### src/rtl/ddr_burst_bridge.sv
// Width-converting DDR bridge: one 512-bit line (or a single 64-bit access) in, 64-bit pipelined beats out.
// Optional build macro DDR_BRIDGE_CWF_EN issues burst reads critical-word-first with wrap-around.
module ddr_burst_bridge #(
  parameter int LINE_W = 512,
  parameter int MEM_DW = 64,
  parameter int ADDR_W = 64
) (
  input  logic              clock,
  input  logic              reset_n,
  input  logic              ddr_chip_enable,
  input  logic [ADDR_W-1:0] ddr_index,
  input  logic              ddr_write_enable,
  input  logic              ddr_burst_mode,
  input  logic [LINE_W-1:0] ddr_write_data,
  output logic [LINE_W-1:0] ddr_read_data,
  output logic              ddr_operation_done,
  output logic              ddr_ready,
  output logic              mem_req_valid,
  input  logic              mem_req_ready,
  output logic [ADDR_W-1:0] mem_addr,
  output logic              mem_we,
  output logic [MEM_DW-1:0] mem_wdata,
  input  logic              mem_rvalid,
  input  logic [MEM_DW-1:0] mem_rdata
);

  localparam int BEATS   = LINE_W / MEM_DW;
  localparam int LANE_W  = $clog2(BEATS);
  localparam int BYTE_W  = $clog2(MEM_DW / 8);
  localparam int LINE_BW = LANE_W + BYTE_W;
  localparam logic [3:0] BEATS_N = 4'(BEATS);

  typedef enum logic [1:0] {IDLE, ISSUE, WAIT, DONE} state_t;

  state_t               r_state;
  state_t               w_nextState;
  logic [ADDR_W-1:BYTE_W] r_index;
  logic                 r_we;
  logic                 r_burst;
  logic [LINE_W-1:0]    r_wdata;
  logic [LINE_W-1:0]    r_rdata;
  logic [3:0]           r_issueCnt;
  logic [3:0]           r_respCnt;

  logic [3:0]           w_beatsN;
  logic [3:0]           w_respCntNext;
  logic                 w_accept;
  logic                 w_issueLast;
  logic                 w_respFire;
  logic                 w_respAll;
  logic [LANE_W-1:0]    w_startLane;
  logic [LANE_W-1:0]    w_issueLane;
  logic [LANE_W-1:0]    w_respLane;
  logic                 w_unusedIdx;

  // Byte offset within a beat never reaches the memory side.
  assign w_unusedIdx = ^ddr_index[BYTE_W-1:0];

`ifdef DDR_BRIDGE_CWF_EN
  assign w_startLane = (r_burst && !r_we) ? r_index[LINE_BW-1:BYTE_W] : '0;
`else
  assign w_startLane = '0;
`endif

  // Responses come back in issue order, so both counters map to lanes through the same start offset.
  assign w_issueLane   = w_startLane + r_issueCnt[LANE_W-1:0];
  assign w_respLane    = w_startLane + r_respCnt[LANE_W-1:0];
  assign w_beatsN      = r_burst ? BEATS_N : 4'd1;
  assign w_accept      = (r_state == IDLE) && ddr_chip_enable;
  assign w_issueLast   = (r_issueCnt == (w_beatsN - 4'd1));
  assign w_respFire    = mem_rvalid && ((r_state == ISSUE) || (r_state == WAIT));
  assign w_respCntNext = r_respCnt + {3'd0, w_respFire};
  assign w_respAll     = (w_respCntNext == w_beatsN);

  assign ddr_ready          = (r_state == IDLE);
  assign ddr_operation_done = (r_state == DONE);
  assign ddr_read_data      = r_rdata;
  assign mem_req_valid      = (r_state == ISSUE);
  assign mem_we             = r_we;
  assign mem_wdata          = r_wdata[int'(w_issueLane)*MEM_DW +: MEM_DW];
  assign mem_addr           = r_burst ? {r_index[ADDR_W-1:LINE_BW], w_issueLane, {BYTE_W{1'b0}}}
                                      : {r_index, {BYTE_W{1'b0}}};

  always_ff @(posedge clock or negedge reset_n) begin
    if (!reset_n) begin
      r_state <= IDLE;
    end else begin
      r_state <= w_nextState;
    end
  end

  always_comb begin
    w_nextState = r_state;
    case (r_state)
      IDLE:  if (ddr_chip_enable) w_nextState = ISSUE;
      ISSUE: if (mem_req_ready && w_issueLast) w_nextState = w_respAll ? DONE : WAIT;
      WAIT:  if (w_respAll) w_nextState = DONE;
      DONE:  w_nextState = IDLE;
      default: w_nextState = IDLE;
    endcase
  end

  always_ff @(posedge clock or negedge reset_n) begin
    if (!reset_n) begin
      r_index    <= '0;
      r_we       <= 1'b0;
      r_burst    <= 1'b0;
      r_wdata    <= '0;
      r_rdata    <= '0;
      r_issueCnt <= '0;
      r_respCnt  <= '0;
    end else if (w_accept) begin
      r_index    <= ddr_index[ADDR_W-1:BYTE_W];
      r_we       <= ddr_write_enable;
      r_burst    <= ddr_burst_mode;
      r_wdata    <= ddr_write_data;
      r_rdata    <= '0;
      r_issueCnt <= '0;
      r_respCnt  <= '0;
    end else begin
      if ((r_state == ISSUE) && mem_req_ready) begin
        r_issueCnt <= r_issueCnt + 4'd1;
      end
      if (w_respFire) begin
        r_respCnt <= w_respCntNext;
        if (!r_we) begin
          r_rdata[int'(w_respLane)*MEM_DW +: MEM_DW] <= mem_rdata;
        end
      end
    end
  end

endmodule

### config.mk
export PLATFORM = sky130hd
export DESIGN_NAME = ddr_burst_bridge
export DESIGN_NICKNAME = d
export VERILOG_FILES = /design/src/rtl/ddr_burst_bridge.sv
export SDC_FILE = /design/constraint.sdc
export NUM_CORES = 2
export LEC_CHECK = 0
export CAP_MARGIN = 20
export CORE_AREA = 2 2 499 501
export CTS_CLUSTER_DIAMETER = 100
export DETAILED_ROUTE_END_ITERATION = 8
export DIE_AREA = 0 0 501 503
export PLACE_DENSITY = 0.34
export SLEW_MARGIN = 20
export SYNTH_ARGS = -nofsm -noshare
export SYNTH_HDL_FRONTEND = slang
export SYNTH_SLANG_ARGS = --single-unit
### constraint.sdc
create_clock -name clock -period 4.2 [get_ports clock]
set_clock_uncertainty 0.15 [all_clocks]
set_input_delay 0.84 -clock clock [delete_from_list [all_inputs] [get_ports clock]]
set_output_delay 0.84 -clock clock [all_outputs]
set_load 0.005 [all_outputs]
### After elaboration in Yosys (flattened, before gate mapping)

Cells that the tools add are included.

* add/subtract/negate cells: 4
* $mul: 0
* divide/modulo/power cells: 0
* $lt $le $gt $ge: 0
* equality and inequality tests: 9
* shifts and indexed selects: 3
* mux-type cells: 15
* bitwise logic cells: 0
* reductions and logical operators: 10

Operator list (number)
* $mux 512: 3
* $bwmux 512: 1
* $shift 64x33->512 const A: 1
* $shiftx 512x10->64: 1
* $shiftx 64x33->512: 1
* $neg 9->33: 1
* $mux 4: 5
* $eq 4x4->1: 2
* $pmux 2 s4: 1
* $mux 2: 3
* $mux 6: 1
* $add 4x1->4: 1
* $add 4x1->4 const B: 1
* $eq 2x2->1 const B: 2
* $logic_and 1x1->1: 4
* $ne 2x1->1 const B: 2
* $ne 2x2->1 const B: 2
* $reduce_bool 2->1: 2
* $sub 4x1->4 const B: 1
* $reduce_and 3->1: 1
* $eq 2x1->1 const B: 1
* $logic_not 2->1: 1
* $reduce_and 2->1: 1
* $logic_or 1x1->1: 1
* $mux 1: 1

* register bits: 1097
* bits in latches: 0
* RAM bits: 0
* bits in read-only memories: 0
* input port bits: 647
* output and inout bits: 644
* logic and storage cells: 49
* memories: 0

### Depth between registers and ports, before layout

* depth after elaboration: 8
* mapped depth: 12
* gate-level depth less buffers: 11

### Least setup slack after synthesis

No wires, ideal clock.

* path kind: input-to-reg
* start point: input port mem_rvalid
* end point: register r_state[1]
* library setup time: 0.125 ns
* arrival time: 2.689 ns
* data required time: 3.925 ns
* setup slack: 1.236 ns
* stages on the path: 9
* buffers on the path: 1
* cell sequence: nand2_1 > buf_2 > inv_1 > ha_1 > or3b_1 > a21o_1 > and3_1 > or2_1 > mux2_2

* cells in the longest elaborated chain, start to end: 5

Ends and longest elaborated chain
* start: declaration: RTL line 23 `input logic mem_rvalid,`
* $logic_and 1x1->1: RTL line 71 `assign w_respFire = mem_rvalid && ((r_state == ISSUE) || (r_state == WAIT));`
* $add 4x1->4: RTL line 72 `assign w_respCntNext = r_respCnt + {3'd0, w_respFire};`
* $eq 4x4->1: RTL line 73 `assign w_respAll = (w_respCntNext == w_beatsN);`
* $ne 2x2->1 (no line)
* $reduce_and 3->1 (no line)
* end signal: assignment: RTL line 88 `r_state <= w_nextState;`
* end: declaration: RTL line 35 `state_t r_state;`

No other way between the ends.
A chain may end at the register's enable or synchronous reset.

### Final worst setup path

* start point: register r_issueCnt[0]
* end point: output port mem_wdata[5]

* cells in the longest elaborated chain, start to end: 1

Ends and longest elaborated chain
* start: declaration: RTL line 42 `logic [3:0] r_issueCnt;`
* start signal: assignment: RTL line 122 `r_issueCnt <= r_issueCnt + 4'd1;`
* $shiftx 512x10->64: RTL line 80 `assign mem_wdata = r_wdata[int'(w_issueLane)*MEM_DW +: MEM_DW];`
* end: declaration: RTL line 22 `output logic [MEM_DW-1:0] mem_wdata,`

No other way between the ends.

==> summary.md <==
| Metric | Value |
|---|---|
| Total gr overflow | `0` |
| Vias in the first global route | `38900` |
| Min-delay worst type | `reg -> reg` |
| Worst setup SP type | `register` |
| # IOs | `1291` |
| DP Area | `0.06238 mm2` |
| Worst path arrival time | `3070 ps` |
| Final hold vios | `0` |
| DR pass1 iterations | `7` |
| Synthesis-to-finish area growth | `46.34%` |
| Die area | `0.2520 mm2` |
| Worst Max-Slew Pin Slew | `1111 ps` |
| Slowest cell on the critical path | `mux4_2` |
| Seq/Total Area, Yosys | `59.81%` |
| Starting DRC count in detailed routing | `2447` |
| Min setup slack post-route | `143.3 ps` |
| Yosys reg bits | `1097` |
| Clk slew on worst S/H paths | `60 ps` |
| Final GP Congestion | `0.8054` |
| Crit path cell chain | `buf_12 > buf_16 > mux4_2 > mux2_2 > clkdlybuf4s50_1` |
| Post-synthesis async set-or-reset flop share | `100.0%` |
| Synthesized area per cell | `9.913 um2` |
| Nets | `6415` |
| Yosys warning total | `0` |
| Critical path's top delay family | `buffers and inverters` |
| Mapped Cells | `4630` |
| Largest net degree at the start of global routing | `188` |
| TritonCTS Buffers | `141` |
| Setup WS pre-CTS | `521.2 ps` |
| Max-Cap Viols | `0` |
| Initial core utilization | `18.58%` |
| FP Rows | `183` |
| Initial antenna violation count | `82` |
| Leakage power | `30.68 nW` |
| Vias/cell | `4.137` |
| Max frequency | `0.2465 GHz` |
| CP peak stage delay | `580 ps` |
| Pwr Density | `645.5 mW/mm2` |
| Most used flip-flop cell after synthesis | `dfrtp_1` |
| Worst-case clock buffer depth | `3` |
| FF-to-FF Start | `r_state[0]$_DFFE_PN0P_` |
| Synth unique cells | `44` |
| Tot GR Track Use | `17.80%` |
| Commonest non-fill, non-tap cell in the layout | `nand2_1` |
| Final HPWL DP | `168.9 mm` |
| Design Area, Final | `0.06716 mm2` |
| Wire length per cell | `25.22 um` |
| Die X | `501 um` |
| CTS sink count | `1097` |
| H-tree levels | `4` |
| CTS tree | `yes` |
| Rel. slew slack | `25.96%` |
| Worst Setup End Kind | `primary output` |
| RSZ-0062 raised after global routing | `yes` |
| Status | `finished clean` |
| Final min period | `4057 ps` |
| First-pass GRT wire length | `318.3 mm` |
| Critical hold path startpoint | `ddr_read_data[188]$_DFFE_PN0P_` |
| Req. time, crit path | `3210 ps` |
| Clock Root Buffer | `clkbuf_16` |
| Skew-Pair Late Insertion Delay | `770 ps` |
| Final setup vio count | `0` |
| Post-route setup TNS | `0 ps` |
| Crit Path Class | `reg -> out` |
| Layout cells sized above 1 | `9.508%` |
| Vias after detailed routing | `37710` |
| Crit path buf inv count | `3` |
| Die outline height | `503 um` |
| Slew Viols, Final | `0` |
| Top fanout value on the critical path | `27` |
| Number of synthesized flops with an enable pin | `0` |
| Antenna Nets Post-Route | `0` |
| Core area | `0.2471 mm2` |
| Drt total wl | `229.9 mm` |
| Most frequent cells in the layout | `nand2_1, clkdlybuf4s50_1, dfrtp_1` |
| Final period util | `96.59%` |
| Drc violations | `0` |
| IO Port Bufs | `1284` |
| Max IR drop VDD | `0.0005113 V` |
| Setup crit start | `r_issueCnt[0]$_DFFE_PN0P_` |
| Mapped Area | `0.04590 mm2` |
| Fillers | `26140` |
## path summary, 6_finish.rpt
path / to / slack (ps) / depth (start not counted)
worst max-delay path: mem_wdata[5] / 140 / 5
worst min-delay path: ddr_read_data[188]$_DFFE_PN0P_ / 310 / 2
worst max register to register: ddr_read_data[94]$_DFFE_PN0P_ / 990 / 7
worst min register to register: ddr_read_data[188]$_DFFE_PN0P_ / 310 / 2
max in group asynchronous: ddr_read_data[192]$_DFFE_PN0P_ / 2140 / 4
min in group asynchronous: r_wdata[37]$_DFFE_PN0P_ / 480 / 2
## tightest hold or removal path, cell delays in order, from the launching register on
cell and delay (ps):
dfrtp_1 340, nand2_1 50, nand2_1 50
## cells in the mapped netlist (3+ instances only)
master,number,share of area [%]
buf_4,62,1.0
clkbuf_1,230,1.9
o21ai_0,97,1.1
ha_1,9,0.25
or3_1,3,0.041
a22o_1,228,4.4
inv_1,7,0.057
buf_1,29,0.24
nor2_1,6,0.049
buf_2,98,1.1
dfrtp_1,1097,60
a21o_1,4,0.065
nand2_1,2304,19
nor3_1,3,0.033
o21ai_1,66,0.72
a21oi_1,6,0.065
buf_6,12,0.29
mux2_2,68,1.7
mux4_2,128,6.3
and2_1,3,0.041
nand2b_1,6,0.082
nand3_1,132,1.4
## routing by layer
layer  share of wire [%]  global-route usage, %
met4                 2.2                  4.157
met5                0.27                      0
met1                  44                  23.10
met2                  46                  28.53
met3                 7.7                  5.892
## layout make-up
cell class / count / area (um2) / share of cell area, %
clock inverter: 27 / 382.9 / 0.5701
clock buffer: 215 / 4222 / 6.286
multi-input combinational: 3097 / 16480 / 24.54
sequential: 1097 / 27460 / 40.89
antenna: 19 / 47.55 / 0.07079
timing repair buffer: 1415 / 14490 / 21.58
tap: 3237 / 4050 / 6.030
inverter: 7 / 26.28 / 0.03912
## through the flow
stage	power, mW	utilization [%]	hold slack (ps)	cells
2_1_floorplan	23.19	-	290.3	4632
3_3_place_gp	31.54	25.25	301.2	8844
3_5_place_dp	31.63	25.25	305.3	8844
4_1_cts	44.31	27.16	318.0	9095
5_1_grt	46.06	27.17	332.7	9101
6_report	43.35	27.19	313.2	9114
## report_power, final
group / total [mW] / switching, mW / internal, mW / leakage (nW)
Clock: 12.3 / 5.05 / 7.24 / 2.26
Combinational: 15.4 / 8.28 / 7.08 / 14.0
Sequential: 15.7 / 1.94 / 13.8 / 14.4
## kinds of logic after synthesis
logic type      synth area share (%)
mux                            7.950
flops                          59.81
xor+xnor                     0.07635
simple gates                   20.89
buf+inv                        4.553
other cells                 0.008171
fa+ha+maj                     0.2454
compound gates                 6.467
## timing repair
item | in CTS | in global routing
gates resized for setup | 10 | 5
hold buffers | 1 | 0
endpoints found under the hold margin | 20 | 0
endpoints found under the setup margin | 63 | 6
buffers inserted | 8 | 0
## flip-flops by register name, indices dropped and copies added, names as in the netlist
| register | cells |
|---|---|
| ddr_read_data | 512 |
| r_state | 2 |
| r_index | 61 |
| mem_we | 1 |
| r_issueCnt | 4 |
| r_wdata | 512 |
| r_burst | 1 |
| r_respCnt | 4 |
(Power assumes the default switching activity.)
